`src/rtl/register_rename_pkg.sv`:
```
// rtl/register_rename_pkg.sv - shared rename-stage sizes and register index types
//
// Purpose: architectural/physical register file sizes and the index typedefs
//          that are shared by rename, the issue queue and the ROB.
// Ports:   none (package).
// Config:  RENAME_BUSY_TABLE_EN (in register_rename.sv) is the optional ready table.

package register_rename_pkg;

  localparam int ARCH_REGS  = 32;
  localparam int PHYS_REGS  = 64;
  localparam int PREG_W     = 6;
  localparam int AREG_W     = 5;
  localparam int FREE_DEPTH = PHYS_REGS - ARCH_REGS;
  localparam int FL_PTR_W   = $clog2(FREE_DEPTH);
  localparam int FL_CNT_W   = FL_PTR_W + 1;

  typedef logic [AREG_W-1:0] arch_reg_t;
  typedef logic [PREG_W-1:0] phys_reg_t;

endpackage

```
`src/rtl/rename_free_list.sv`:
```
// rtl/rename_free_list.sv - circular FIFO of free physical registers
//
// Purpose: holds physical registers available for allocation. Resets holding
//          p32..p63 in order (full). Pops are ignored when empty and pushes
//          are dropped when full; a pop and a push in one cycle both happen.
// Ports:
//   clk, rstn        clock, asynchronous active-low reset
//   pop_i            consume the head entry
//   push_i           append push_preg_i at the tail
//   push_preg_i      register being returned
//   head_preg_o      current head entry (valid when !empty_o)
//   count_o          number of entries, 0..FREE_DEPTH
//   empty_o, full_o  occupancy flags

module rename_free_list
  import register_rename_pkg::*;
(
  input  logic                clk,
  input  logic                rstn,
  input  logic                pop_i,
  input  logic                push_i,
  input  logic [PREG_W-1:0]   push_preg_i,
  output logic [PREG_W-1:0]   head_preg_o,
  output logic [FL_CNT_W-1:0] count_o,
  output logic                empty_o,
  output logic                full_o
);

  phys_reg_t             mem_q [FREE_DEPTH];
  logic [FL_PTR_W-1:0]   head_q, head_d;
  logic [FL_PTR_W-1:0]   tail_q, tail_d;
  logic [FL_CNT_W-1:0]   count_q, count_d;
  logic                  do_pop, do_push;

  assign empty_o     = (count_q == '0);
  assign full_o      = (count_q == FL_CNT_W'(FREE_DEPTH));
  assign head_preg_o = mem_q[head_q];
  assign count_o     = count_q;

  // Occupancy is judged on the pre-cycle count, so a push onto a full list
  // is dropped even when a pop frees a slot in the same cycle.
  assign do_pop  = pop_i  & ~empty_o;
  assign do_push = push_i & ~full_o;

  // Pointers are log2(FREE_DEPTH) wide and wrap naturally.
  always_comb begin
    head_d  = do_pop  ? head_q + 1'b1 : head_q;
    tail_d  = do_push ? tail_q + 1'b1 : tail_q;
    count_d = count_q + FL_CNT_W'(do_push) - FL_CNT_W'(do_pop);
  end

  always_ff @(posedge clk or negedge rstn) begin
    if (!rstn) begin
      for (int i = 0; i < FREE_DEPTH; i++) begin
        mem_q[i] <= PREG_W'(ARCH_REGS + i);
      end
      head_q  <= '0;
      tail_q  <= '0;
      count_q <= FL_CNT_W'(FREE_DEPTH);
    end else begin
      if (do_push) begin
        mem_q[tail_q] <= push_preg_i;
      end
      head_q  <= head_d;
      tail_q  <= tail_d;
      count_q <= count_d;
    end
  end

endmodule

```
`src/rtl/register_rename.sv`:
```
// rtl/register_rename.sv - RAT-based register rename stage, one instruction per cycle
//
// Purpose: maps rs1/rs2/rd to physical registers through the RAT, allocates a
//          new destination from the free list and reports the displaced
//          mapping for the ROB. Outputs are registered (1-cycle latency).
// Ports:
//   clk, rstn                         clock, asynchronous active-low reset
//   valid_in, rs1_in, rs2_in, rd_in,
//   rd_wen_in                         decoded instruction
//   stall_in                          issue-queue back-pressure (freezes outputs)
//   retire_valid_in, retire_preg_in   register returned to the free list
//   wb_valid_in, wb_preg_in           writeback (ready table only)
//   valid_out, srcReg1_p_out, srcReg2_p_out,
//   destReg_p_out, oldDestReg_p_out   renamed instruction
//   src1_ready_out, src2_ready_out    source availability (0 without ready table)
//   stall_out                         stall_in | free list empty
// Config: define RENAME_BUSY_TABLE_EN to build the physical-register ready table.

module register_rename
  import register_rename_pkg::*;
(
  input  logic              clk,
  input  logic              rstn,
  input  logic              valid_in,
  input  logic [AREG_W-1:0] rs1_in,
  input  logic [AREG_W-1:0] rs2_in,
  input  logic [AREG_W-1:0] rd_in,
  input  logic              rd_wen_in,
  input  logic              stall_in,
  input  logic              retire_valid_in,
  input  logic [PREG_W-1:0] retire_preg_in,
  input  logic              wb_valid_in,
  input  logic [PREG_W-1:0] wb_preg_in,
  output logic              valid_out,
  output logic [PREG_W-1:0] srcReg1_p_out,
  output logic [PREG_W-1:0] srcReg2_p_out,
  output logic [PREG_W-1:0] destReg_p_out,
  output logic [PREG_W-1:0] oldDestReg_p_out,
  output logic              src1_ready_out,
  output logic              src2_ready_out,
  output logic              stall_out
);

  phys_reg_t           rat_q [ARCH_REGS];
  phys_reg_t           free_head;
  logic [FL_CNT_W-1:0] free_count;
  logic                free_empty, free_full;

  logic                accept, alloc, retire_push;
  phys_reg_t           src1_p, src2_p, dest_p, old_p;

  logic                valid_q;
  phys_reg_t           src1_q, src2_q, dest_q, old_q;

  // A retire in the same cycle cannot lift an empty-list stall: the pushed
  // entry only becomes visible at the head on the next cycle.
  assign stall_out   = stall_in | free_empty;
  assign accept      = valid_in & ~stall_out;
  assign alloc       = accept & rd_wen_in & (rd_in != '0);
  assign retire_push = retire_valid_in & (retire_preg_in != '0);

  // Sources read the RAT before this instruction's own write, so rs == rd
  // yields the previous mapping. RAT[0] is never written, but x0 is forced
  // to p0 explicitly to keep that independent of RAT contents.
  assign src1_p = (rs1_in == '0) ? '0 : rat_q[rs1_in];
  assign src2_p = (rs2_in == '0) ? '0 : rat_q[rs2_in];
  assign dest_p = alloc ? free_head     : '0;
  assign old_p  = alloc ? rat_q[rd_in]  : '0;

  rename_free_list u_free_list (
    .clk         (clk),
    .rstn        (rstn),
    .pop_i       (alloc),
    .push_i      (retire_push),
    .push_preg_i (retire_preg_in),
    .head_preg_o (free_head),
    .count_o     (free_count),
    .empty_o     (free_empty),
    .full_o      (free_full)
  );

  always_ff @(posedge clk or negedge rstn) begin
    if (!rstn) begin
      for (int i = 0; i < ARCH_REGS; i++) begin
        rat_q[i] <= PREG_W'(i);
      end
      valid_q <= 1'b0;
      src1_q  <= '0;
      src2_q  <= '0;
      dest_q  <= '0;
      old_q   <= '0;
    end else begin
      if (alloc) begin
        rat_q[rd_in] <= free_head;
      end
      // Back-pressure freezes every output register, valid included.
      if (!stall_in) begin
        valid_q <= accept;
        if (accept) begin
          src1_q <= src1_p;
          src2_q <= src2_p;
          dest_q <= dest_p;
          old_q  <= old_p;
        end
      end
    end
  end

  assign valid_out        = valid_q;
  assign srcReg1_p_out    = src1_q;
  assign srcReg2_p_out    = src2_q;
  assign destReg_p_out    = dest_q;
  assign oldDestReg_p_out = old_q;

`ifdef RENAME_BUSY_TABLE_EN
  logic [PHYS_REGS-1:0] ready_q, ready_d;
  logic                 src1_rdy, src2_rdy;
  logic                 src1_rdy_q, src2_rdy_q;

  // Allocation is applied after writeback so it wins on a collision.
  always_comb begin
    ready_d = ready_q;
    if (wb_valid_in) begin
      ready_d[wb_preg_in] = 1'b1;
    end
    if (alloc) begin
      ready_d[free_head] = 1'b0;
    end
    ready_d[0] = 1'b1;
  end

  // Same-cycle writeback bypass into the lookup.
  assign src1_rdy = (src1_p == '0) | ready_q[src1_p] | (wb_valid_in & (wb_preg_in == src1_p));
  assign src2_rdy = (src2_p == '0) | ready_q[src2_p] | (wb_valid_in & (wb_preg_in == src2_p));

  always_ff @(posedge clk or negedge rstn) begin
    if (!rstn) begin
      ready_q    <= '1;
      src1_rdy_q <= 1'b0;
      src2_rdy_q <= 1'b0;
    end else begin
      ready_q <= ready_d;
      if (accept) begin
        src1_rdy_q <= src1_rdy;
        src2_rdy_q <= src2_rdy;
      end
    end
  end

  assign src1_ready_out = src1_rdy_q;
  assign src2_ready_out = src2_rdy_q;

  logic unused_fl;
  assign unused_fl = ^{free_count, free_full};
`else
  assign src1_ready_out = 1'b0;
  assign src2_ready_out = 1'b0;

  logic unused_fl;
  assign unused_fl = ^{free_count, free_full, wb_valid_in, wb_preg_in};
`endif

endmodule

```
`config.mk`:
```
export PLATFORM = sky130hd
export DESIGN_NAME = register_rename
export DESIGN_NICKNAME = d
export VERILOG_FILES = /design/src/rtl/register_rename_pkg.sv /design/src/rtl/rename_free_list.sv /design/src/rtl/register_rename.sv
export SDC_FILE = /design/constraint.sdc
export NUM_CORES = 1
export LEC_CHECK = 0
export BUFFER_PORTS_ARGS = -buffer_cell sky130_fd_sc_hd__buf_2
export CORE_MARGIN = 2
export CORE_UTILIZATION = 43
export CTS_CLUSTER_SIZE = 24
export DETAILED_ROUTE_END_ITERATION = 10
export SYNTH_ARGS = -nofsm -noshare
export SYNTH_HDL_FRONTEND = slang
export SYNTH_HIERARCHICAL = 1
export SYNTH_SLANG_ARGS = --single-unit
```
`constraint.sdc`:
```
create_clock -name clk -period 4 [get_ports clk]
set_input_delay 0.4 -clock clk [delete_from_list [all_inputs] [get_ports clk]]
set_output_delay 0.4 -clock clk [all_outputs]
set_load 0.05 [all_outputs]
```
==> qor.txt <==
Max-cap violations = 0
Synth Cell Area = 22800 um2
Seq/Total Area, Yosys = 0.477
Root Buffer = clkbuf_16
Multiplexer share of the synthesized area = 0.390
CP Data Required Time = 4.46 ns
Die area = 54900 um2
Pwr/cell area = 680 nW/um2
Routability cong. = 0.870
Peak Freq = 0.269 GHz
Placement Cell Area = 23900 um2
Hpwl dp = 40700 um
Vias in the first global route = 14900
# DRC = 0
Overflow after GRT = 0
# rows = 84
First drt pass iteration count = 7
Post-synthesis compound-gate area fraction = 0.0472
Synth Area in Simple Gates = 0.0438
Crit path time final = 3.72 ns
Synth warnings = 6
Initial DRC count = 1094
Share of post-route cells with drive strength above 1 = 0.593
Layout area overhead = 11.6%
FF+latch count, synth = 425
Largest family of logic cells by synthesized area = multiplexers
Worst Path Arrival = 4.18 ns
Grt met1 use = 0.326
LEAKAGE = 10.7 nW
Status = finished, final reports clean
Setup crit start kind = flip-flop
Antenna viol nets, final = 0
Resized cells post-CTS = 0
PortBufs = 52
Setup violations, final = 0
Grt met3 use = 0.0429
TritonCTS clock tree = done
Worst skew pair latency = 0.61 ns
First-pass GRT wire length = 95000 um
Setup Buffers After CTS = 0
EDFF count, synth = 0
Crit path max fanout = 6
Dominant cells by area after synthesis = dfrtp_1 (25%), dfstp_2 (22%), mux2_2 (18%), mux4_2 (17%), mux2i_1 (2.8%)
Via count = 14000
Initial core utilization = 0.434
Largest net degree at the start of global routing = 108
Endpoint type of the worst setup path = flip-flop
Met2 Usage GRT = 0.361
Post-Synthesis Cells = 1526
Setup Skew = 0.0418 ns
Core Region = 52600 um2
Area leader, netlist = dfrtp_1
CTS hold repair buffers = 1
Die span in x = 234 um
Path category of the worst min-delay check = in2reg
Io pins = 62
Routed len/inst = 27.1 um
Final Cell Area = 25500 um2
Post-Route WL = 61800 um
Tcrit/Tclk final = 0.929
Area share of the largest cell type after synthesis = 0.254
RSZ-0062 raised after global routing = no
Clock Pin Slew Worst Setup and Hold Paths = 0.06 ns
Die Y = 234 um
Max IR drop VDD = 0.000483 V
Final Slew Violations = 0
Final-report hold violation count = 0
Initial antenna violation count = 0
Setup TNS = 0 ns
Clock tree buffer depth = 3
Fraction of registers with async set/reset = 1.00
Adder-Cell Fraction of Synth Area = 0.00855
Worst slew pin tran = 1.03 ns
Vias per cell = 6.12
Register-to-register setup slack = 0.28 ns
GR peak layer = met2
CTS sink count = 425
Slew HR = 0.315
Net count, final = 1602
Synthesized area per cell = 15.0 um2
Synth cell types = 63
TritonCTS Buffers = 49
Gr usage total = 0.232
Crit path kind = reg2reg
Post-Synth XOR/XNOR Area = 0.00384
H-Tree Level Count = 2
Ys flop type = dfrtp_1
## synthesized netlist by cell type (all sizes together) (3+ instances only)
| cell type | count |
|---|---|
| and3b | 4 |
| and3 | 3 |
| nor2 | 24 |
| a211oi | 23 |
| o41ai | 4 |
| a22oi | 18 |
| a21oi | 11 |
| nand2 | 73 |
| dfrtp | 232 |
| o31ai | 4 |
| nand3 | 8 |
| and2 | 4 |
| mux2i | 64 |
| xnor2 | 5 |
| dfstp | 193 |
| o221ai | 10 |
| a2111oi | 3 |
| nand3b | 7 |
| o22ai | 15 |
| buf | 51 |
| nor3b | 14 |
| nand4 | 3 |
| mux2 | 380 |
| nor3 | 8 |
| inv | 17 |
| a22o | 31 |
| xor2 | 5 |
| mux4 | 177 |
| ha | 14 |
| clkbuf | 75 |
| a221oi | 6 |
| nor2b | 10 |
## metrics by stage
step | hold WS (ns) | power, mW | utilization | instances | setup WS, ns
after global routing | 0.128 | 18.2 | 0.485 | 2282 | 0.140
after floorplan | 0.104 | 10.9 | - | 1527 | 0.555
after global placement | 0.399 | 12.7 | 0.454 | 2189 | 0.404
after CTS | 0.0950 | 17.5 | 0.485 | 2282 | 0.308
after detailed placement | 0.404 | 12.9 | 0.454 | 2189 | 0.341
final | 0.120 | 17.3 | 0.485 | 2283 | 0.283
## final cells by class
class	instances	area, um2
sequential	425	10900
tap	688	861
clock buffer	77	1430
multi-input combinational	959	11300
fill	4528	27100
timing repair buffer	101	761
antenna	1	2.50
clock inverter	15	168
inverter	17	63.8
## flip-flops by register name, indices dropped and copies added, names as in the netlist
register	flops
destReg_p_out	6
oldDestReg_p_out	6
rat_q	192
srcReg1_p_out	6
srcReg2_p_out	6
u_free_list/count_o	6
u_free_list/head_q	5
u_free_list/mem_q	192
u_free_list/tail_q	5
valid_out	1
## worst max-delay path, stage by stage, from the launching register on
cell	delay, ns
dfrtp_1	0.37
inv_1	0.10
ha_1	0.14
nor4bb_1	0.84
nand4bb_1	0.26
a21oi_1	0.07
nor2b_1	0.28
ha_1	0.34
inv_1	0.04
ha_1	0.20
a21o_1	0.19
a21oi_1	0.26
nor4b_1	0.08
a2111oi_0	0.39
## placed cells by master, fill, tap and decap left out, types with 15 or more instances in the layout
cell | synthesis | routed
clkbuf_1 | 75 | 18
clkbuf_16 | 0 | 49
mux4_2 | 177 | 177
buf_2 | 28 | 48
a22oi_1 | 18 | 18
o22ai_1 | 15 | 15
dfrtp_1 | 232 | 230
nor2_1 | 18 | 18
nand2_1 | 73 | 73
buf_4 | 13 | 42
a22o_1 | 31 | 31
mux2_2 | 372 | 372
dfstp_2 | 193 | 193
mux2i_1 | 64 | 64
a211oi_1 | 23 | 23
inv_1 | 17 | 17
## metal layers
layer,share of wire,vias to the layer above,wire (um)
li1,-,5969,-
met1,0.45,7509,27700
met2,0.47,396,28800
met3,0.056,108,3450
met4,0.030,0,1850
met5,0,-,0
## final timing paths
check	from	endpoint	cells past startpoint
setup / recovery	u_free_list/count_o[4]	u_free_list/count_o[5]	13
hold / removal	stall_in	valid_out	3
setup reg to reg	u_free_list/count_o[4]	u_free_list/count_o[5]	13
hold reg to reg	rat_q[189]	rat_q[189]	0
max in group asynchronous	rstn	rat_q[48]	3
min in group asynchronous	rstn	u_free_list/mem_q[13]	2
## kinds of logic (layout without fill, tap and decap cells)
logic type	after synthesis	in the layout
multiplexers	621	621
flip-flops	425	425
AND/OR/NAND/NOR	174	174
buffers and inverters	143	210
AO/OA/AOI/OAI	137	137
adder cells (fa/ha/maj)	15	15
XOR/XNOR	10	10
other	1	3
## power breakdown
part	internal, mW	switching (mW)	leakage (nW)	total, mW
combinational	2.72	3.08	4.87	5.80
clock	2.60	1.87	0.788	4.47
sequential	6.05	0.995	5.09	7.05
total	11.4	5.94	10.7	17.3
No activity file was read; power rests on OpenSTA's default activity.
